$ cat src/rtl/logic_unit_pkg.sv
// Shared opcode definitions for the pipelined bitwise logic unit.
// Optional feature macro used by the top: LOGIC_UNIT_PARITY_EN.
package logic_unit_pkg;

    localparam int OP_W = 3;

    typedef enum logic [OP_W-1:0] {
        OP_AND   = 3'b000,
        OP_OR    = 3'b001,
        OP_XOR   = 3'b010,
        OP_NOR   = 3'b011,
        OP_XNOR  = 3'b100,
        OP_ANDN  = 3'b101,
        OP_PASSA = 3'b110,
        OP_ACCX  = 3'b111
    } logic_op_e;

    function automatic logic is_accx(input logic_op_e op);
        return (op == OP_ACCX);
    endfunction

endpackage

$ cat src/rtl/logic_unit_core.sv
// Combinational evaluator for the eight bitwise operations; ACCX folds the
// running accumulator into a ^ b.
module logic_unit_core
    import logic_unit_pkg::*;
#(
    parameter int WIDTH = 32
) (
    input  logic_op_e          op,
    input  logic [WIDTH-1:0]   a,
    input  logic [WIDTH-1:0]   b,
    input  logic [WIDTH-1:0]   acc,
    output logic [WIDTH-1:0]   result,
    output logic               zero
);

    always_comb begin
        result = '0;
        unique case (op)
            OP_AND:   result = a & b;
            OP_OR:    result = a | b;
            OP_XOR:   result = a ^ b;
            OP_NOR:   result = ~(a | b);
            OP_XNOR:  result = ~(a ^ b);
            OP_ANDN:  result = a & ~b;
            OP_PASSA: result = a;
            OP_ACCX:  result = acc ^ a ^ b;
            default:  result = '0;
        endcase
    end

    assign zero = (result == '0);

endmodule

$ cat src/rtl/logic_unit_pipe.sv
// Two-stage valid/ready bitwise logic unit with XOR-accumulate groups.
// Define LOGIC_UNIT_PARITY_EN to add the registered out_parity output.
module logic_unit_pipe
    import logic_unit_pkg::*;
#(
    parameter int WIDTH = 32
) (
    input  logic               clk,
    input  logic               rst_n,
    input  logic               in_valid,
    output logic               in_ready,
    input  logic [OP_W-1:0]    in_op,
    input  logic [WIDTH-1:0]   in_a,
    input  logic [WIDTH-1:0]   in_b,
    input  logic               in_last,
    output logic               out_valid,
    input  logic               out_ready,
    output logic [WIDTH-1:0]   out_result,
`ifdef LOGIC_UNIT_PARITY_EN
    output logic               out_parity,
`endif
    output logic               out_zero
);

    logic               s1_valid;
    logic_op_e          s1_op;
    logic [WIDTH-1:0]   s1_a;
    logic [WIDTH-1:0]   s1_b;
    logic               s1_last;

    logic               s2_valid;
    logic [WIDTH-1:0]   s2_result;
    logic               s2_zero;
    logic [WIDTH-1:0]   acc;

    logic [WIDTH-1:0]   core_result;
    logic               core_zero;
    logic               s2_free;
    logic               s1_adv;
    logic               s1_absorb;
    logic               accept;

    // An absorbed ACCX beat still waits for a free S2 so group ordering stays simple.
    assign s2_free   = !s2_valid || out_ready;
    assign s1_adv    = s1_valid && s2_free;
    assign in_ready  = !s1_valid || s2_free;
    assign accept    = in_valid && in_ready;
    assign s1_absorb = is_accx(s1_op) && !s1_last;

    logic_unit_core #(.WIDTH(WIDTH)) u_core (
        .op     (s1_op),
        .a      (s1_a),
        .b      (s1_b),
        .acc    (acc),
        .result (core_result),
        .zero   (core_zero)
    );

    always_ff @(posedge clk or negedge rst_n) begin
        if (!rst_n) begin
            s1_valid <= 1'b0;
            s1_op    <= OP_AND;
            s1_a     <= '0;
            s1_b     <= '0;
            s1_last  <= 1'b0;
        end else if (accept) begin
            s1_valid <= 1'b1;
            s1_op    <= logic_op_e'(in_op);
            s1_a     <= in_a;
            s1_b     <= in_b;
            s1_last  <= in_last;
        end else if (s1_adv) begin
            s1_valid <= 1'b0;
        end
    end

    always_ff @(posedge clk or negedge rst_n) begin
        if (!rst_n) begin
            s2_valid  <= 1'b0;
            s2_result <= '0;
            s2_zero   <= 1'b0;
        end else if (s1_adv) begin
            s2_valid <= !s1_absorb;
            if (!s1_absorb) begin
                s2_result <= core_result;
                s2_zero   <= core_zero;
            end
        end else if (out_ready) begin
            s2_valid <= 1'b0;
        end
    end

    // A closing ACCX beat hands acc ^ a ^ b to S2 and restarts the group at zero.
    always_ff @(posedge clk or negedge rst_n) begin
        if (!rst_n) begin
            acc <= '0;
        end else if (s1_adv && is_accx(s1_op)) begin
            acc <= s1_last ? '0 : core_result;
        end
    end

`ifdef LOGIC_UNIT_PARITY_EN
    logic s2_parity;

    always_ff @(posedge clk or negedge rst_n) begin
        if (!rst_n) begin
            s2_parity <= 1'b0;
        end else if (s1_adv && !s1_absorb) begin
            s2_parity <= ^core_result;
        end
    end

    assign out_parity = s2_parity;
`endif

    assign out_valid  = s2_valid;
    assign out_result = s2_result;
    assign out_zero   = s2_zero;

endmodule
$ cat config.mk
export PLATFORM = sky130hd
export DESIGN_NAME = logic_unit_pipe
export DESIGN_NICKNAME = d
export VERILOG_FILES = /design/src/rtl/logic_unit_pkg.sv /design/src/rtl/logic_unit_core.sv /design/src/rtl/logic_unit_pipe.sv
export SDC_FILE = /design/constraint.sdc
export NUM_CORES = 1
export LEC_CHECK = 0
export ABC_AREA = 0
export CAP_MARGIN = 30
export CORE_ASPECT_RATIO = 0.8
export CORE_MARGIN = 3
export CORE_UTILIZATION = 50
export CTS_BUF_LIST = sky130_fd_sc_hd__clkbuf_16
export CTS_CLUSTER_SIZE = 28
export DETAILED_ROUTE_END_ITERATION = 10
export DONT_BUFFER_PORTS = 1
export HOLD_SLACK_MARGIN = 0.12
export RECOVER_POWER = 50
export SLEW_MARGIN = 25
export SYNTH_ARGS = -nofsm -noshare
export SYNTH_HDL_FRONTEND = slang
export SYNTH_HIERARCHICAL = 1
export SYNTH_SLANG_ARGS = --single-unit
$ cat constraint.sdc
create_clock -name clk -period 5.1 [get_ports clk]
set_input_delay 0.51 -clock clk [delete_from_list [all_inputs] [get_ports clk]]
set_output_delay 0.51 -clock clk [all_outputs]
set_load 0.02 [all_outputs]
==> flow_metrics.tcl <==
set metrics [dict create \
    clkPwrFrac_pct 26.5 \
    path_clk_slew_ps 60 \
    ir_drop_mv 0.2165 \
    max_freq_mhz 277.8 \
    p_seq_share_pct 39.8 \
    cp-end-kind "flop" \
    ctsResizeCount 0 \
    synthCells 860 \
    power_uw 4716 \
    post-place-ws_ps 1550 \
    critical_path.top_delay_family "simple AND/OR/NAND/NOR gates" \
    period_needed_ps 3600 \
    hpwl_mm 16.12 \
    timing_hold_violations_final 0 \
    drt-total-wl_mm 24.02 \
    place_congestion 0.8805 \
    p_int_uw 2909 \
    cts_tree "yes" \
    status "finished, final reports clean" \
    swShare_pct 38.31 \
    seq_area_frac_synth_pct 38.10 \
    synth_edf_count 0 \
    critPathSlowestCell "dfrtp_2" \
    grt_max_degree 136 \
    area_delta_synth_final_pct 7.578 \
    cts_buffer_depth 2 \
    setup_slack_ps 1500 \
    switchingPower_uw 1807 \
    synth_top_area_share_pct 38.10 \
    fin_worst_skew_ps 14.45 \
    die_w_um 154.9 \
    fin_nets 942 \
    wire_per_inst_um 22.45 \
    ys_ff_latch 135 \
    drt_iter0_markers 630 \
    post_cts_buffers 0 \
    grt_pass1_wl_mm 38.63 \
    powerDensity_nw_per_um2 494.5 \
    vias 6841 \
    h-tree-depth 4 \
    avgViaCountPerCell 6.393 \
    combPwrFrac_pct 33.7 \
    cp.arrival_ps 3970 \
    n_fill_cell 1462 \
    synth_ff_type "dfrtp_1" \
    yosysTopAreaCell "dfrtp_1" \
    diodes 0 \
    crit_fanout 43 \
    finalCritPeriodShare_pct 70.59 \
    cp_cell_sequence "buf_4 > or2b_2 > o22a_1 > o22ai_1 > or4_1 > nor4_1 > nand4_1 > nor4_2 > mux2_2" \
    drv_cap 0 \
    ys_types 74 \
    setup_violations 0 \
    crit_required_ps 5470 \
    syn_nets 964 \
    die_h_um 125.1 \
    drive_above_1_share_pct 21.18 \
    cts_buffers 17 \
    clk_latency_ps 430 \
    synth_area_per_cell_um2 10.31 \
    path_buf_inv 1 \
    hold_class "input pin to flop" \
    clockRootBuffer "clkbuf_16" \
    synth_area_um2 8866 \
    async_flop_share_pct 100.0 \
    final_common_cell "dfrtp_1" \
    synthTopCellsByArea "dfrtp_1 38%, mux2_2 14%, ha_1 4.5%, mux2i_1 4.1%, inv_1 2.8%" \
    multi_input_area_um2 4873 \
    worst_slew_pin_slew_ps 872.3 \
    regArea_um2 3381 \
    drt_first_pass_iters 5 \
    drv_slew 0 \
    design.core.area_um2 16970 \
    tns_ps 0 \
    rsz0062_at_grt "no" \
    final_util_pct 56.19 \
    cts_sinks 135 \
    grt_usage_pct 25.14 \
    leakagePower_uw 0.004238 \
    final_cell_mix "133 x dfrtp_1, 113 x mux2_2, 66 x inv_1" \
    drc_errors 0 \
    ant_nets 0 \
    start_util_pct 52.23 \
    pin_count 107 \
    antenna_found_initial 0 \
    grt.overflow.total 0 \
    worstSetupPathType "flop to flop" \
    worst_setup_path_start_kind "flop" \
    dieArea_um2 19380 \
    io_buffers 0 \
    num_rows 42 \
    ys_warn_count 6 \
    slowest_delay_ps 890 \
    grt_pass1_vias 7040 \
    relSlewSlack_pct 41.68 \
]
per-stage QoR:
step,cells,instance area [µm²],hold slack (ps)
4_1_cts,1069,9514,177.0
5_1_grt,1070,9538,179.0
3_5_place_dp,1036,8891,218.7
3_3_place_gp,1035,8864,219.2
6_report,1070,9538,197.5
2_1_floorplan,860,8866,214.4
power groups by stage:
stage | combinational, µW | sequential [µW] | clock (µW)
global route | 1750 | 1930 | 1330
floorplan | 1260 | 1760 | 0
CTS | 1570 | 1880 | 1270
finish | 1590 | 1880 | 1250
detailed placement | 1530 | 1900 | 0
global placement | 1480 | 1890 | 0
area by class of cell:
class | count | area share [%]
Tap cell | 220 | 2.886
Clock inverter | 14 | 1.679
Inverter | 68 | 2.676
Multi-Input combinational cell | 602 | 51.10
Sequential cell | 135 | 35.45
Clock buffer | 17 | 4.460
Timing Repair Buffer | 14 | 1.758
worst reg2reg max path, stage by stage, from the launching register on:
cell and delay (ps):
dfrtp_2 890, buf_4 390, or2b_2 380, o22a_1 180, o22ai_1 70, or4_1 480, nor4_1 530, nand4_1 180
nor4_2 270, mux2_2 180
flip-flops by register name (all words and copies together) (netlist names):
register    count
acc            32
out_result     32
s1_a           32
s1_b           32
s1_op           3
out_valid       1
out_zero        1
s1_last         1
s1_valid        1
routing by layer:
metal / vias up / track usage, % / part of all wire (%)
li1: 3109 / - / -
met1: 3386 / 35.06 / 45
met2: 302 / 38.41 / 45
met3: 44 / 6.287 / 8.3
met4: 0 / 8.411 / 1.8
met5: - / 0 / 0
logic make-up after synthesis:
logic type | synth area share [%]
multiplexers | 21.34
adder cells (fa/ha/maj) | 4.516
AND/OR/NAND/NOR | 12.53
XOR/XNOR | 2.173
buffers and inverters | 6.943
flip-flops | 38.10
AO/OA/AOI/OAI | 14.39
path summary, 6_finish.rpt:
kind                          start        to  slack, ps  cells after the start
setup / recovery           s1_op[1]  out_zero       1500                      9
hold / removal             in_valid  s1_valid        200                      1
setup reg to reg           s1_op[1]  out_zero       1500                      9
hold reg to reg             s1_b[0]   s1_b[0]        510                      1
max in group asynchronous     rst_n  s1_op[0]       3750                      2
min in group asynchronous     rst_n    acc[6]        680                      2
cells in the mapped netlist, types with 5 or more instances:
cell type	n
a21o_1	5
a21oi_1	36
a221o_1	5
a221oi_1	8
a22oi_1	5
a31oi_1	15
and2b_1	12
and3_1	8
buf_2	15
buf_4	9
buf_6	12
clkbuf_1	17
dfrtp_1	135
ha_1	32
inv_1	65
mux2_1	11
mux2_2	113
mux2_4	9
mux2i_1	36
nand2_1	18
nand2b_1	11
nand3_1	15
nor2_1	36
nor2b_1	32
nor3_1	20
nor4_1	6
nor4b_1	5
o2111ai_1	6
o211ai_1	9
o21ai_0	28
o221ai_1	5
o22a_1	7
o22ai_1	16
o311ai_0	7
or3_1	8
xnor2_1	17
xor2_1	5
what timing repair did:
item | in CTS | in global routing
hold buffers | 2 | 0
endpoints found under the hold margin | 135 | 0
setup endpoints to repair | 0 | 0
(Power assumes the default switching activity.)
